<file path="src/rtl/fft_top_div_pkg.sv">
// -----------------------------------------------------------------------------
// fft_top_div_pkg
// Shared definitions for the sequential signed divider used beside the FFT
// multiplier stages: FSM state encoding, default operand widths and the
// quotient saturation constants.
// -----------------------------------------------------------------------------
package fft_top_div_pkg;

  localparam int DEF_DIVIDEND_WIDTH = 35;
  localparam int DEF_DIVISOR_WIDTH  = 15;
  localparam int DEF_QUOTIENT_WIDTH = 20;

  typedef enum logic [1:0] {
    ST_IDLE = 2'd0,
    ST_CALC = 2'd1,
    ST_DONE = 2'd2
  } div_state_t;

  // Largest positive quotient, +2^(qw-1)-1, right-aligned in 64 bits.
  function automatic logic [63:0] qmax(input int qw);
    qmax = (64'd1 << (qw - 1)) - 64'd1;
  endfunction

  // Most negative quotient, -2^(qw-1), two's complement in 64 bits.
  // The low qw bits also read as the unsigned magnitude 2^(qw-1).
  function automatic logic [63:0] qmin(input int qw);
    qmin = ~((64'd1 << (qw - 1)) - 64'd1);
  endfunction

endpackage

</file>
<file path="src/rtl/fft_top_div_seq_step.sv">
// -----------------------------------------------------------------------------
// fft_top_div_step
// One combinational restoring radix-2 division iteration on magnitudes.
//
// Ports:
//   i_rem    [DW:0]   current partial remainder
//   i_bit             next dividend bit (MSB first)
//   i_dvsr   [DW-1:0] divisor magnitude
//   o_rem    [DW:0]   next partial remainder
//   o_qbit            quotient bit produced by this iteration
// -----------------------------------------------------------------------------
module fft_top_div_step
  import fft_top_div_pkg::*;
#(
  parameter int DW = DEF_DIVISOR_WIDTH
) (
  input  logic [DW:0]   i_rem,
  input  logic          i_bit,
  input  logic [DW-1:0] i_dvsr,
  output logic [DW:0]   o_rem,
  output logic          o_qbit
);

  // One extra bit of headroom keeps the trial subtraction exact even when
  // the incoming remainder already uses its top bit (only possible on the
  // overflow path, whose result is discarded by the fixup anyway).
  logic [DW+1:0] w_shift;
  logic [DW+1:0] w_diff;
  logic          w_ge;

  assign w_shift = {i_rem, i_bit};
  assign w_ge    = (w_shift >= {2'b00, i_dvsr});
  assign w_diff  = w_shift - {2'b00, i_dvsr};

  assign o_qbit = w_ge;
  assign o_rem  = (DW+1)'(w_ge ? w_diff : w_shift);

endmodule

</file>
<file path="src/rtl/fft_top_div_seq.sv">
// -----------------------------------------------------------------------------
// fft_top_div_seq
// Sequential signed divider: 35-bit signed dividend / 15-bit signed divisor
// -> 20-bit signed quotient plus 15-bit signed remainder. One restoring step
// per clock-enabled cycle; fixed latency of QUOTIENT_WIDTH enabled edges from
// accept to result, regardless of divide-by-zero or overflow.
//
// Handshake: a transfer happens on a rising clk edge where ce is high and
// both valid and ready are high. din_ready is high only in IDLE, dout_valid
// only in DONE; both are decoded from the state register alone. Result
// outputs hold their value from load until the next result loads.
//
// Ports:
//   clk, reset (async, active high), ce (global clock enable)
//   din_valid / din_ready, dividend, divisor  : operand input
//   dout_valid / dout_ready                   : result output handshake
//   quotient, remainder, ovf, dbz             : registered result
//   dbg_state                                 : current FSM state
// -----------------------------------------------------------------------------
module fft_top_div_seq
  import fft_top_div_pkg::*;
#(
  parameter int DIVIDEND_WIDTH = DEF_DIVIDEND_WIDTH,  // = QUOTIENT_WIDTH + DIVISOR_WIDTH
  parameter int DIVISOR_WIDTH  = DEF_DIVISOR_WIDTH,
  parameter int QUOTIENT_WIDTH = DEF_QUOTIENT_WIDTH
) (
  input  logic                             clk,
  input  logic                             reset,
  input  logic                             ce,
  input  logic                             din_valid,
  output logic                             din_ready,
  input  logic signed [DIVIDEND_WIDTH-1:0] dividend,
  input  logic signed [DIVISOR_WIDTH-1:0]  divisor,
  output logic                             dout_valid,
  input  logic                             dout_ready,
  output logic signed [QUOTIENT_WIDTH-1:0] quotient,
  output logic signed [DIVISOR_WIDTH-1:0]  remainder,
  output logic                             ovf,
  output logic                             dbz,
  output logic [1:0]                       dbg_state
);

  localparam int NW = DIVIDEND_WIDTH;
  localparam int DW = DIVISOR_WIDTH;
  localparam int QW = QUOTIENT_WIDTH;
  localparam int CW = $clog2(QW + 1);

  localparam logic [CW-1:0] L_LAST   = CW'(QW - 1);
  localparam logic [63:0]   L_QMAX64 = qmax(QW);
  localparam logic [63:0]   L_QMIN64 = qmin(QW);
  localparam logic [QW-1:0] L_QMAX   = L_QMAX64[QW-1:0];
  localparam logic [QW-1:0] L_QMIN   = L_QMIN64[QW-1:0];

  // ---------------------------------------------------------------------------
  // State
  // ---------------------------------------------------------------------------
  div_state_t r_state;
  div_state_t w_next_state;

  logic [CW-1:0] r_cnt;
  logic [DW:0]   r_rem;       // partial remainder
  logic [QW-1:0] r_dvd_lo;    // remaining dividend bits, consumed MSB first
  logic [QW-2:0] r_q;         // quotient magnitude bits collected so far
  logic [DW-1:0] r_dvsr_mag;
  logic          r_dvd_neg;
  logic          r_dvsr_neg;
  logic          r_ovf_pre;
  logic          r_dbz_pre;

  logic [QW-1:0] r_quotient;
  logic [DW-1:0] r_remainder;
  logic          r_ovf;
  logic          r_dbz;

  // ---------------------------------------------------------------------------
  // Operand capture
  // ---------------------------------------------------------------------------
  logic          w_dvd_neg;
  logic          w_dvsr_neg;
  logic [NW-1:0] w_dvd_mag;
  logic [DW-1:0] w_dvsr_mag;
  logic          w_ovf_pre;
  logic          w_accept;

  assign w_dvd_neg  = dividend[NW-1];
  assign w_dvsr_neg = divisor[DW-1];
  // Negating the most negative value wraps back to itself, which is exactly
  // its magnitude when read as unsigned.
  assign w_dvd_mag  = w_dvd_neg  ? -dividend : dividend;
  assign w_dvsr_mag = w_dvsr_neg ? -divisor  : divisor;

  // The upper DW dividend bits seed the partial remainder. If they already
  // reach the divisor, the quotient needs more than QW bits.
  assign w_ovf_pre = (w_dvd_mag[NW-1:QW] >= w_dvsr_mag);

  assign din_ready  = (r_state == ST_IDLE);
  assign dout_valid = (r_state == ST_DONE);
  assign w_accept   = din_valid & din_ready;

  // ---------------------------------------------------------------------------
  // Iteration
  // ---------------------------------------------------------------------------
  logic [DW:0]   w_step_rem;
  logic          w_step_qbit;
  logic [QW-1:0] w_q_mag;
  logic [DW-1:0] w_r_mag;

  fft_top_div_step #(
    .DW (DW)
  ) u_step (
    .i_rem  (r_rem),
    .i_bit  (r_dvd_lo[QW-1]),
    .i_dvsr (r_dvsr_mag),
    .o_rem  (w_step_rem),
    .o_qbit (w_step_qbit)
  );

  // Values as they will be after the current step; on the last step these
  // are the final magnitudes fed straight into the fixup.
  assign w_q_mag = {r_q, w_step_qbit};
  assign w_r_mag = w_step_rem[DW-1:0];

  // ---------------------------------------------------------------------------
  // Sign fixup and saturation
  // ---------------------------------------------------------------------------
  logic          w_res_neg;
  logic          w_range_ovf;
  logic [QW-1:0] w_fix_q;
  logic [DW-1:0] w_fix_r;
  logic          w_fix_ovf;
  logic          w_fix_dbz;

  assign w_res_neg = r_dvd_neg ^ r_dvsr_neg;
  // A negative result may reach magnitude 2^(QW-1); a positive one may not.
  assign w_range_ovf = w_res_neg ? (w_q_mag > L_QMIN) : w_q_mag[QW-1];

  always_comb begin
    w_fix_q   = w_res_neg ? -w_q_mag : w_q_mag;
    w_fix_r   = r_dvd_neg ? -w_r_mag : w_r_mag;
    w_fix_ovf = 1'b0;
    w_fix_dbz = 1'b0;
    if (r_dbz_pre) begin
      // Saturate by dividend sign: the divisor carries no useful sign here.
      w_fix_q   = r_dvd_neg ? L_QMIN : L_QMAX;
      w_fix_r   = '0;
      w_fix_dbz = 1'b1;
    end else if (r_ovf_pre || w_range_ovf) begin
      w_fix_q   = w_res_neg ? L_QMIN : L_QMAX;
      w_fix_r   = '0;
      w_fix_ovf = 1'b1;
    end
  end

  // ---------------------------------------------------------------------------
  // FSM
  // ---------------------------------------------------------------------------
  always_ff @(posedge clk or posedge reset) begin
    if (reset) begin
      r_state <= ST_IDLE;
    end else begin
      r_state <= w_next_state;
    end
  end

  always_comb begin
    w_next_state = r_state;
    unique case (r_state)
      ST_IDLE: if (ce && din_valid)           w_next_state = ST_CALC;
      ST_CALC: if (ce && (r_cnt == L_LAST))   w_next_state = ST_DONE;
      ST_DONE: if (ce && dout_ready)          w_next_state = ST_IDLE;
      default:                                w_next_state = ST_IDLE;
    endcase
  end

  assign dbg_state = r_state;

  // ---------------------------------------------------------------------------
  // Datapath registers
  // ---------------------------------------------------------------------------
  always_ff @(posedge clk or posedge reset) begin
    if (reset) begin
      r_cnt       <= '0;
      r_rem       <= '0;
      r_dvd_lo    <= '0;
      r_q         <= '0;
      r_dvsr_mag  <= '0;
      r_dvd_neg   <= 1'b0;
      r_dvsr_neg  <= 1'b0;
      r_ovf_pre   <= 1'b0;
      r_dbz_pre   <= 1'b0;
      r_quotient  <= '0;
      r_remainder <= '0;
      r_ovf       <= 1'b0;
      r_dbz       <= 1'b0;
    end else if (ce) begin
      if (w_accept) begin
        r_cnt      <= '0;
        r_rem      <= {1'b0, w_dvd_mag[NW-1:QW]};
        r_dvd_lo   <= w_dvd_mag[QW-1:0];
        r_q        <= '0;
        r_dvsr_mag <= w_dvsr_mag;
        r_dvd_neg  <= w_dvd_neg;
        r_dvsr_neg <= w_dvsr_neg;
        r_ovf_pre  <= w_ovf_pre;
        r_dbz_pre  <= (divisor == '0);
      end else if (r_state == ST_CALC) begin
        r_cnt    <= r_cnt + CW'(1);
        r_rem    <= w_step_rem;
        r_dvd_lo <= {r_dvd_lo[QW-2:0], 1'b0};
        r_q      <= w_q_mag[QW-2:0];
        if (r_cnt == L_LAST) begin
          r_quotient  <= w_fix_q;
          r_remainder <= w_fix_r;
          r_ovf       <= w_fix_ovf;
          r_dbz       <= w_fix_dbz;
        end
      end
    end
  end

  assign quotient  = r_quotient;
  assign remainder = r_remainder;
  assign ovf       = r_ovf;
  assign dbz       = r_dbz;

endmodule

</file>
<file path="config.mk">
export PLATFORM = sky130hd
export DESIGN_NAME = fft_top_div_seq
export DESIGN_NICKNAME = d
export VERILOG_FILES = /design/src/rtl/fft_top_div_pkg.sv /design/src/rtl/fft_top_div_seq_step.sv /design/src/rtl/fft_top_div_seq.sv
export SDC_FILE = /design/constraint.sdc
export NUM_CORES = 1
export LEC_CHECK = 0
export CAP_MARGIN = 25
export CELL_PAD_IN_SITES_DETAIL_PLACEMENT = 1
export CELL_PAD_IN_SITES_GLOBAL_PLACEMENT = 1
export CORE_MARGIN = 2
export CORE_UTILIZATION = 47
export CTS_BUF_LIST = sky130_fd_sc_hd__clkbuf_16
export DETAILED_ROUTE_END_ITERATION = 6
export PLACE_DENSITY = 0.85
export RECOVER_POWER = 100
export SYNTH_ARGS = -nofsm -noshare
export SYNTH_HDL_FRONTEND = slang
export SYNTH_SLANG_ARGS = --single-unit
</file>
<file path="constraint.sdc">
create_clock -name clk -period 13.3 [get_ports clk]
set_input_delay 3.99 -clock clk [delete_from_list [all_inputs] [get_ports clk]]
set_output_delay 3.99 -clock clk [all_outputs]
set_load 0.02 [all_outputs]
</file>
* Word-level counts from Yosys, hierarchy flattened *
Cells that the tools add are included.

cells by class
  add/sub/neg operators = 6
  order comparisons = 3
  reduce and logical (&&, ||, !) cells = 11
  bitwise logic cells = 3
  eq/ne operators = 6
  multiplexer cells = 27

operators by type and width
  operator                                                                  number
  20-bit two-way mux                                                        7
  15-bit two-way mux                                                        4
  16-bit two-way mux                                                        3
  19-bit two-way mux                                                        2
  35-bit two-way mux                                                        1
  35-bit negator                                                            1
  15-bit negator                                                            2
  20-bit greater-than comparator (second input constant)                    1
  20-bit negator                                                            1
  17-bit by 15-bit greater-or-equal comparator with 1-bit output            1
  16-bit by 15-bit subtractor with 16-bit output                            1
  15-bit greater-or-equal comparator                                        1
  15-bit logical NOT                                                        1
  5-bit two-way mux                                                         2
  2-bit two-way mux                                                         3
  2-bit one-hot mux with 3 select lines                                     1
  5-bit by 1-bit adder with 5-bit output (second input constant)            1
  5-bit == test (second input constant)                                     1
  1-bit two-way mux                                                         4
  2-bit by 1-bit inequality test with 1-bit output (second input constant)  2
  2-bit AND reduction                                                       2
  4-bit AND reduction                                                       1
  1-bit logical AND                                                         3
  3-bit AND reduction                                                       1
  9 further kinds                                                           9

storage, ports and cells
  output and inout port bits = 41
  register bits after elaboration = 118
  input bits = 55
  logic and storage cells = 70

* Longest topological paths before layout *
Gate-level depths: netlist of run 1.

  depth after elaboration = 6
  gate-level depth with buffers = 20
  mapped depth without buffers = 18

* Modules after synthesis *
From an unflattened synthesis of run 1, not the netlist that was laid out.

unflattened totals
  cell total of the unflattened synthesis = 920
  area, all modules = 8166.6 µm²

modules (own cells, without submodules)
  module            sequential area each (µm²)  area an instance (µm²)  cells an instance  times used
  fft_top_div_seq   2952.8                      6925.4                  762                1
  fft_top_div_step  0.0                         1241.2                  158                1

* Worst setup path after synthesis of run 1 *
OpenSTA, ideal clock, no wires.

  path kind = in2reg
  start = in dividend[4]
  end = reg r_ovf_pre
  required time = 13.162 ns
  arrival time = 6.781 ns
  stages on the path = 16
  slack = 6.381 ns
  buffers on the path = 0
  path through = or3_1 -> or3b_1 -> and3b_1 -> nand2_1 -> nand2_1 -> xor2_1 -> ha_1 -> nand2b_1 -> a21o_1 -> a21o_1 -> a21o_1 -> a21oi_1 -> nor2b_1 -> o211ai_1 -> a21o_1 -> a31oi_1

on the way
  longest elaborated chain between the ends = 3

RTL lines
  item                                line                    source
  start: declaration                  fft_top_div_seq.sv:32   input logic signed [DIVIDEND_WIDTH-1:0] dividend,
  35-bit negator                      fft_top_div_seq.sv:89   assign w_dvd_mag = w_dvd_neg ? -dividend : dividend;
  35-bit two-way mux                  fft_top_div_seq.sv:89
  15-bit greater-or-equal comparator  fft_top_div_seq.sv:94   assign w_ovf_pre = (w_dvd_mag[NW-1:QW] >= w_dvsr_mag);
  end signal: assignment              fft_top_div_seq.sv:204  r_ovf_pre <= w_ovf_pre;
  end: declaration                    fft_top_div_seq.sv:67   logic r_ovf_pre;

No other way between the ends.
A chain may end at the register's enable or synchronous reset.

==> results of run 1 <==
stage by stage:
step                      utilization (%)  instance area [µm²]
after floorplan                         -                 7790
after global placement               54.3                 8910
after detailed placement             54.3                 8910
after CTS                            57.7                 9470
after global routing                 57.6                 9450
final                                57.6                 9450
flip-flops by register name, indices dropped and copies added (netlist names):
signal	cells
r_q	19
dbg_state	2
r_dvd_lo	20
r_dbz_pre	1
r_dvsr_neg	1
r_rem	16
r_dvsr_mag	15
remainder	15
r_ovf_pre	1
dbz	1
quotient	20
r_dvd_neg	1
r_cnt	5
ovf	1
path summary, 6_finish.rpt:
check / from / slack (ns) / endpoint
hold reg to reg: quotient[3] / 0.47 / quotient[3]
setup / recovery: reset / 4.51 / r_dvd_lo[7]
min in group asynchronous: reset / 4.68 / remainder[7]
setup reg to reg: r_rem[2] / 7.65 / quotient[17]
hold / removal: quotient[3] / 0.47 / quotient[3]
max in group clk: ce / 5.62 / r_rem[7]
metal layers:
layer  routed length [µm]  global-route usage (%)  vias to the layer above
li1                     -                       -                     3352
met1                10900                    37.5                     3604
met2                11100                    45.2                      241
met3                 1190                    4.41                       36
met4                  435                    9.74                        0
met5                    0                       0                        -
cells by family after synthesis:
group / after synthesis
AOI/OAI and AO/OA: 296
xor gates and xnor gates: 84
adders and majority gates: 36
buffers and inverters: 78
DFF: 118
muxes: 20
and+or+nand+nor: 240
area by class of cell:
| class | count | area share, % |
|---|---|---|
| multi-input combinational | 676 | 48.1 |
| clock inverter | 15 | 1.48 |
| tap | 220 | 2.91 |
| inverter | 28 | 1.12 |
| clock buffer | 17 | 4.50 |
| timing repair buffer | 105 | 10.7 |
| sequential | 118 | 31.2 |
worst max-delay path, stage by stage:
cell and delay [ns]:
dlygate4sd3_1 0.55, clkinvlp_2 1.35, clkbuf_1 2.54
cells in the final DEF, fill, tap and decap left out, drive strengths merged, types with 35 or more instances in the layout:
cell	count
dfrtp	118
ha	35
nand2	93
dlygate4sd3	45
clkdlybuf4s50	50
o21ai	106
a22oi	37
xor2	53
a21oi	38
nor2	43
power groups by stage:
stage | clock network (µW) | logic (µW) | registers (µW)
2_1_floorplan | 0 | 1030 | 633
3_3_place_gp | 0 | 1370 | 645
3_5_place_dp | 0 | 1420 | 654
4_1_cts | 449 | 1460 | 656
5_1_grt | 461 | 1590 | 676
6_report | 441 | 1440 | 660
==> impl_results.md, run 1 <==
* Failing checks: capacitance limit, slew limit
* P_sw at about 1200 µW
* Dominant synthesized flop cell: dfrtp_1
* Lkg Pwr at 0.00418 µW
* CTS clk-pin slew, worst paths at 0.05 ns
* Placed cells at between 1000 and 1500
* Clock power frac at 17.3%
* CTS tree: done
* Cts repair resizes at 0
* Core area at roughly 0.016 mm²
* Post-DP HPWL at 16200 µm
* Initial cell density of the core at a little under half
* Slew Viols, Final at about 280
* Die ar. at roughly 0.018 mm²
* Status: finished, violations left
* Fmax at roughly 0.11 GHz
* Routed wire length at roughly 24000 µm
* Total Routing Usage GR at between 20% and 30%
* Crit share post-route at between 60% and 70%
* PnR worst setup slack at around 4.5 ns
* Clock Latency Late Sink at ~0.42 ns
* Reg area at 0.00295 mm²
* Layout area overhead at 21.3%
* Mux share of post-synthesis cell area at roughly 2.6%
* Post-CTS Setup Bufs at 0
* Total negative slack at 0 ns
* Ys async rst share at 100%
* Max-Cap Viols at 5
* Sw frac at 47.3%
* Drt wl/cell at between 20 and 25 µm
* Cell Area, Synth at between 0.007 and 0.008 mm²
* Sequential area share after synthesis at 37.9%
* Sequential share of power at 26.0%
* Synth Instances at 872
* Area share of fa/ha/maj cells after synthesis at slightly below 6%
* Most common cell in the netlist: dfrtp_1
* Tot Pwr at between 2000 and 3000 µW
* Required time of the critical path at approximately 13 ns
* Fin. Hold Viols at 0
* RSZ-0062 raised after global routing: no
* Combinational Power Share at a little under three fifths
* # nets final at 1037
* Setup violators final at 0
* Io pins at 96
* Internal power at ~1300 µW
* DRC at 0
* Pre-CTS setup slack at roughly 5.5 ns
* Leading area contributor after synthesis: dfrtp_1
* I/O Buffers at 95
* Final min period at just under 9 ns
* Clk root buf: clkbuf_16
* Vias at ~7200
* Max Root-Sink Buffers at 2
* Gpl congestion at ~0.9
* # diodes at 0
* Largest cells by area after synthesis: dfrtp_1 (38%), xor2_1 (6.0%), ha_1 (5.6%)
* Fraction of layout instances using a drive strength above 1 at under 10%
* Global-route wire length before repair at ~40000 µm
* Pwr per Cell Area at approximately 270 mW/mm²
* Synth cell count leaders: dfrtp_1 (118), nand2_1 (93), o21ai_0 (57)
* Slew margin rel. at -133%
* Gr ovfl total at 0
* Die Ht at around 130 µm
* Non-filler cells in the finished layout at around 1200
* WS Path Type: input port to async pin
* Largest net degree at the start of global routing at 65
* Yosys top cell area share at a little under two fifths
* DIE WIDTH at roughly 130 µm
* Simple-Gate Fraction of Synth Area at about 15%
* Yosys warns at 0
* Syn avg cell area at slightly below 9 µm²
* Worst r2r path cells at 17
* Critical path data arrival time at 8.52 ns
* Post-synth EDFFs at 0
* Initial DRC count at 356
* Synth Area in Compound Gates at between 20% and 30%
* First-pass iteration count of the detailed router at 5
* Syn nets at 963
* CP max FO at 64
* Initial antenna violation count at 0
* Setup crit end kind: async pin
* Hold Path Class: register to register
* Total clock sinks at 118
* Fillers at 1899
* Worst VDD drop at 0.142 mV
* CTS H-tree lvls at 4
* Vias in the first global route at about 7500
* FF+latch count, synth at between 100 and 150
* Crit path launch type: input port
* Worst hold slack at between 0.4 and 0.5 ns
* Number of hold buffers added after cts at 0
* Hold path depth at 1
* Num CTS Buffers at 17
* Avg Vias per Cell at 6.13
* Multi-input logic area at between 0.004 and 0.005 mm²
* Detail Route Antenna Nets at 0
* Skew final at 0.00685 ns
* Xor/xnor share of the synthesized area at 9.44%
* Distinct cells, synth at 64
* Largest family of logic cells by synthesized area: compound AO/OA/AOI/OAI gates
* Number of placement rows at between 40 and 50
* Tightest Pin Transition at 3.49 ns
Note: power is estimated with default switching activity, not from simulation.
==> run 2: changes to the inputs <==
--- a/config.mk
+++ b/config.mk
@@ -9,10 +9,10 @@
 export CELL_PAD_IN_SITES_DETAIL_PLACEMENT = 1
 export CELL_PAD_IN_SITES_GLOBAL_PLACEMENT = 1
 export CORE_MARGIN = 2
-export CORE_UTILIZATION = 47
+export CORE_UTILIZATION = 39
 export CTS_BUF_LIST = sky130_fd_sc_hd__clkbuf_16
 export DETAILED_ROUTE_END_ITERATION = 6
-export PLACE_DENSITY = 0.85
+export PLACE_DENSITY = 0.75
 export RECOVER_POWER = 100
 export SYNTH_ARGS = -nofsm -noshare
 export SYNTH_HDL_FRONTEND = slang
==> constraint.sdc (replaced) <==
create_clock -name clk -period 7.99 [get_ports clk]
set_input_delay 2.397 -clock clk [delete_from_list [all_inputs] [get_ports clk]]
set_output_delay 2.397 -clock clk [all_outputs]
set_load 0.02 [all_outputs]
==> run 2 against run 1 <==
Net effect: the flow still finishes with violations (capacitance limit, slew limit); combinational power up 63%; via count fell by 3.9%; register-to-register slack worse by 5.9 ns; global-route usage is 5.8 points lower; clock-buffer cell count is the same; final cell count is 3.7% higher; sequential power is 64% higher; critical path depth is 14 higher; sequential share of layout area shrank 0.25 points; worst setup slack got worse by 2.7 ns; hold slack worse by 0.0025 ns; highest routed layer unchanged.
==> impl_results.md, run 2 (synthesis results as in run 1) <==
* Status: finished, violations left
* Failing checks: capacitance limit, slew limit
* DRC at 0
* Hold path endpoint: quotient[3]
* Post-CTS Setup Bufs at 0
* Global-route wire length before repair at 37700 µm
* Crit path launch type: register
* Hold path depth at 1
* Hold Path Class: register to register
* Total negative slack at 0 ns
* CTS tree: done
* Reg2Reg Setup Slack at 1.78 ns
* Fillers at 2280
* Final min period at just over 6 ns
* RSZ-0062 raised after global routing: no
* # nets final at 1036
* Multi-input logic area at 0.00453 mm²
* Number of placement rows at 51
* Clock Latency Late Sink at about 0.42 ns
* Die Ht at roughly 150 µm
* Num CTS Buffers at 17
* Routed wire length at between 20000 and 25000 µm
* R2R Path Start: r_rem[2]
* Slew margin rel. at -82.3%
* Setup crit end kind: register
* Number of hold buffers added after cts at 0
* DP Area at about 0.009 mm²
* Gpl congestion at around 0.89
* Fin. Hold Viols at 0
* Core area at around 0.020 mm²
* Setup violators final at 0
* Tightest Pin Transition at about 2.7 ns
* Slowest-stage cell, CP: o31ai_1
* Die ar. at about 0.021 mm²
* Worst r2r path cells at 17
* Pre-CTS setup slack at ~1.8 ns
* Commonest non-fill, non-tap cell in the layout: dfrtp_1
* Gr ovfl total at 0
* Critical path cell sequence: ha_1 -> a21o_1 -> a21oi_1 -> a21oi_1 -> o31ai_1 -> nand2_1 -> inv_1 -> ha_1 -> nand2b_1 -> or2_2 -> nor3_4 -> a21o_1 -> nand4_4 -> o41ai_1 -> xnor2_1 -> o21ai_1 -> mux2_2
* WS Path Type: register to register
* Reg area at about 0.0030 mm²
* Initial DRC count at 310
* Max Root-Sink Buffers at 2
* Total clock sinks at about 120
* CP max FO at 16
* Vias at a little under 7000
* Cts repair resizes at 0
* Post-route cell area at about 0.0095 mm²
* Lkg Pwr at roughly 0.0042 µW
* First-pass iteration count of the detailed router at 5
* Tot Pwr at around 4200 µW
* Layout area overhead at 22.3%
* Crit-path max cell delay at between 1 and 1.5 ns
* Drt wl/cell at between 15 and 20 µm
* Max-Cap Viols at 6
* Io pins at 96
* Slew Viols, Final at between 200 and 300
* CTS H-tree lvls at 4
* Largest net degree at the start of global routing at between 60 and 70
* Highest-count cells in the layout ignoring fill and taps: dfrtp_1 (118), nand2_1 (93), o21ai_0 (90)
* Crit share post-route at between 70 and 80%
* Pwr per Cell Area at 442 mW/mm²
* Skew final at between 0.007 and 0.008 ns
* Fmax at about 0.16 GHz
* Required time of the critical path at 8.30 ns
* Post-DP HPWL at between 15000 and 20000 µm
* Initial cell density of the core at approximately two fifths
* Worst VDD drop at between 0.15 and 0.2 mV
* I/O Buffers at between 90 and 100
* Critical path data arrival time at between 6 and 7 ns
* Total Routing Usage GR at approximately 22%
* R2R Path End: quotient[17]
* Fraction of layout instances using a drive strength above 1 at approximately 5.3%
* Clk root buf: clkbuf_16
* Vias in the first global route at 7069
* Avg Vias per Cell at 5.68
* CTS clk-pin slew, worst paths at around 0.06 ns
* Initial antenna violation count at 0
* # diodes at 0
* Hold Path Origin: quotient[3]
* Detail Route Antenna Nets at 0
* PnR worst setup slack at 1.78 ns
* DIE WIDTH at 145 µm
run 2: cell types whose count changed in the layout (fill, tap and decap cells not counted), moves of 2 or more:
| cell | before | now |
|---|---|---|
| o21ai_0 | 92 | 90 |
| inv_6 | 0 | 2 |
| clkinv_4 | 2 | 6 |
| o21ai_1 | 14 | 16 |
| clkinv_1 | 3 | 1 |
| clkinvlp_4 | 5 | 1 |
run 2: area by class of cell:
class | instances | area share (%)
inverters | 28 | 1.12
clock buffers | 17 | 4.46
repair buffers | 104 | 10.5
well taps | 265 | 3.48
flip-flops and latches | 118 | 31.0
multi-input cells | 676 | 47.6
clock inverters | 15 | 1.89
run 2: metal layers:
layer | global-route usage, % | wire length [µm] | vias up
met4 | 6.18 | 299 | 0
met3 | 3.89 | 838 | 23
li1 | - | - | 3349
met1 | 31.9 | 11500 | 3433
met5 | 0 | 0 | -
met2 | 33.4 | 9930 | 147
run 2: worst max-delay path, delay by kind of cell, from the launching register on:
kind,cells,cell delay (ns)
adder cells (fa/ha/maj),2,0.69
XOR/XNOR,1,0.20
flip-flops,1,0.45
buffers and inverters,1,0.52
AO/OA/AOI/OAI,7,2.83
multiplexers,1,0.28
AND/OR/NAND/NOR,5,1.09
run 2: report_power, final:
part           switching (µW)  internal, µW
sequential                251           833
clock                     293           491
combinational            1410           939
total                    1950          2260
run 2: worst max-delay path by stage:
| stage | startpoint | endpoint | slack (ns) | depth (start not counted) |
|---|---|---|---|---|
| finish | r_rem[2] | quotient[17] | 1.78 | 17 |
| global route | ce | remainder[13] | 1.36 | 10 |
| CTS | dividend[16] | r_ovf_pre | 2.21 | 14 |
| detailed placement | dividend[16] | r_ovf_pre | 1.78 | 14 |
| global placement | dividend[2] | r_ovf_pre | 1.92 | 17 |
| floorplan | reset | dbg_state[0] | 2.46 | 1 |
run 2: stage by stage:
step	instances	util [%]	hold slack, ns
detailed placement	1191	45.9	0.468
floorplan	872	-	0.450
CTS	1223	49.0	0.481
global route	1223	48.8	0.494
global placement	1191	45.9	0.463
finish	1223	48.8	0.472
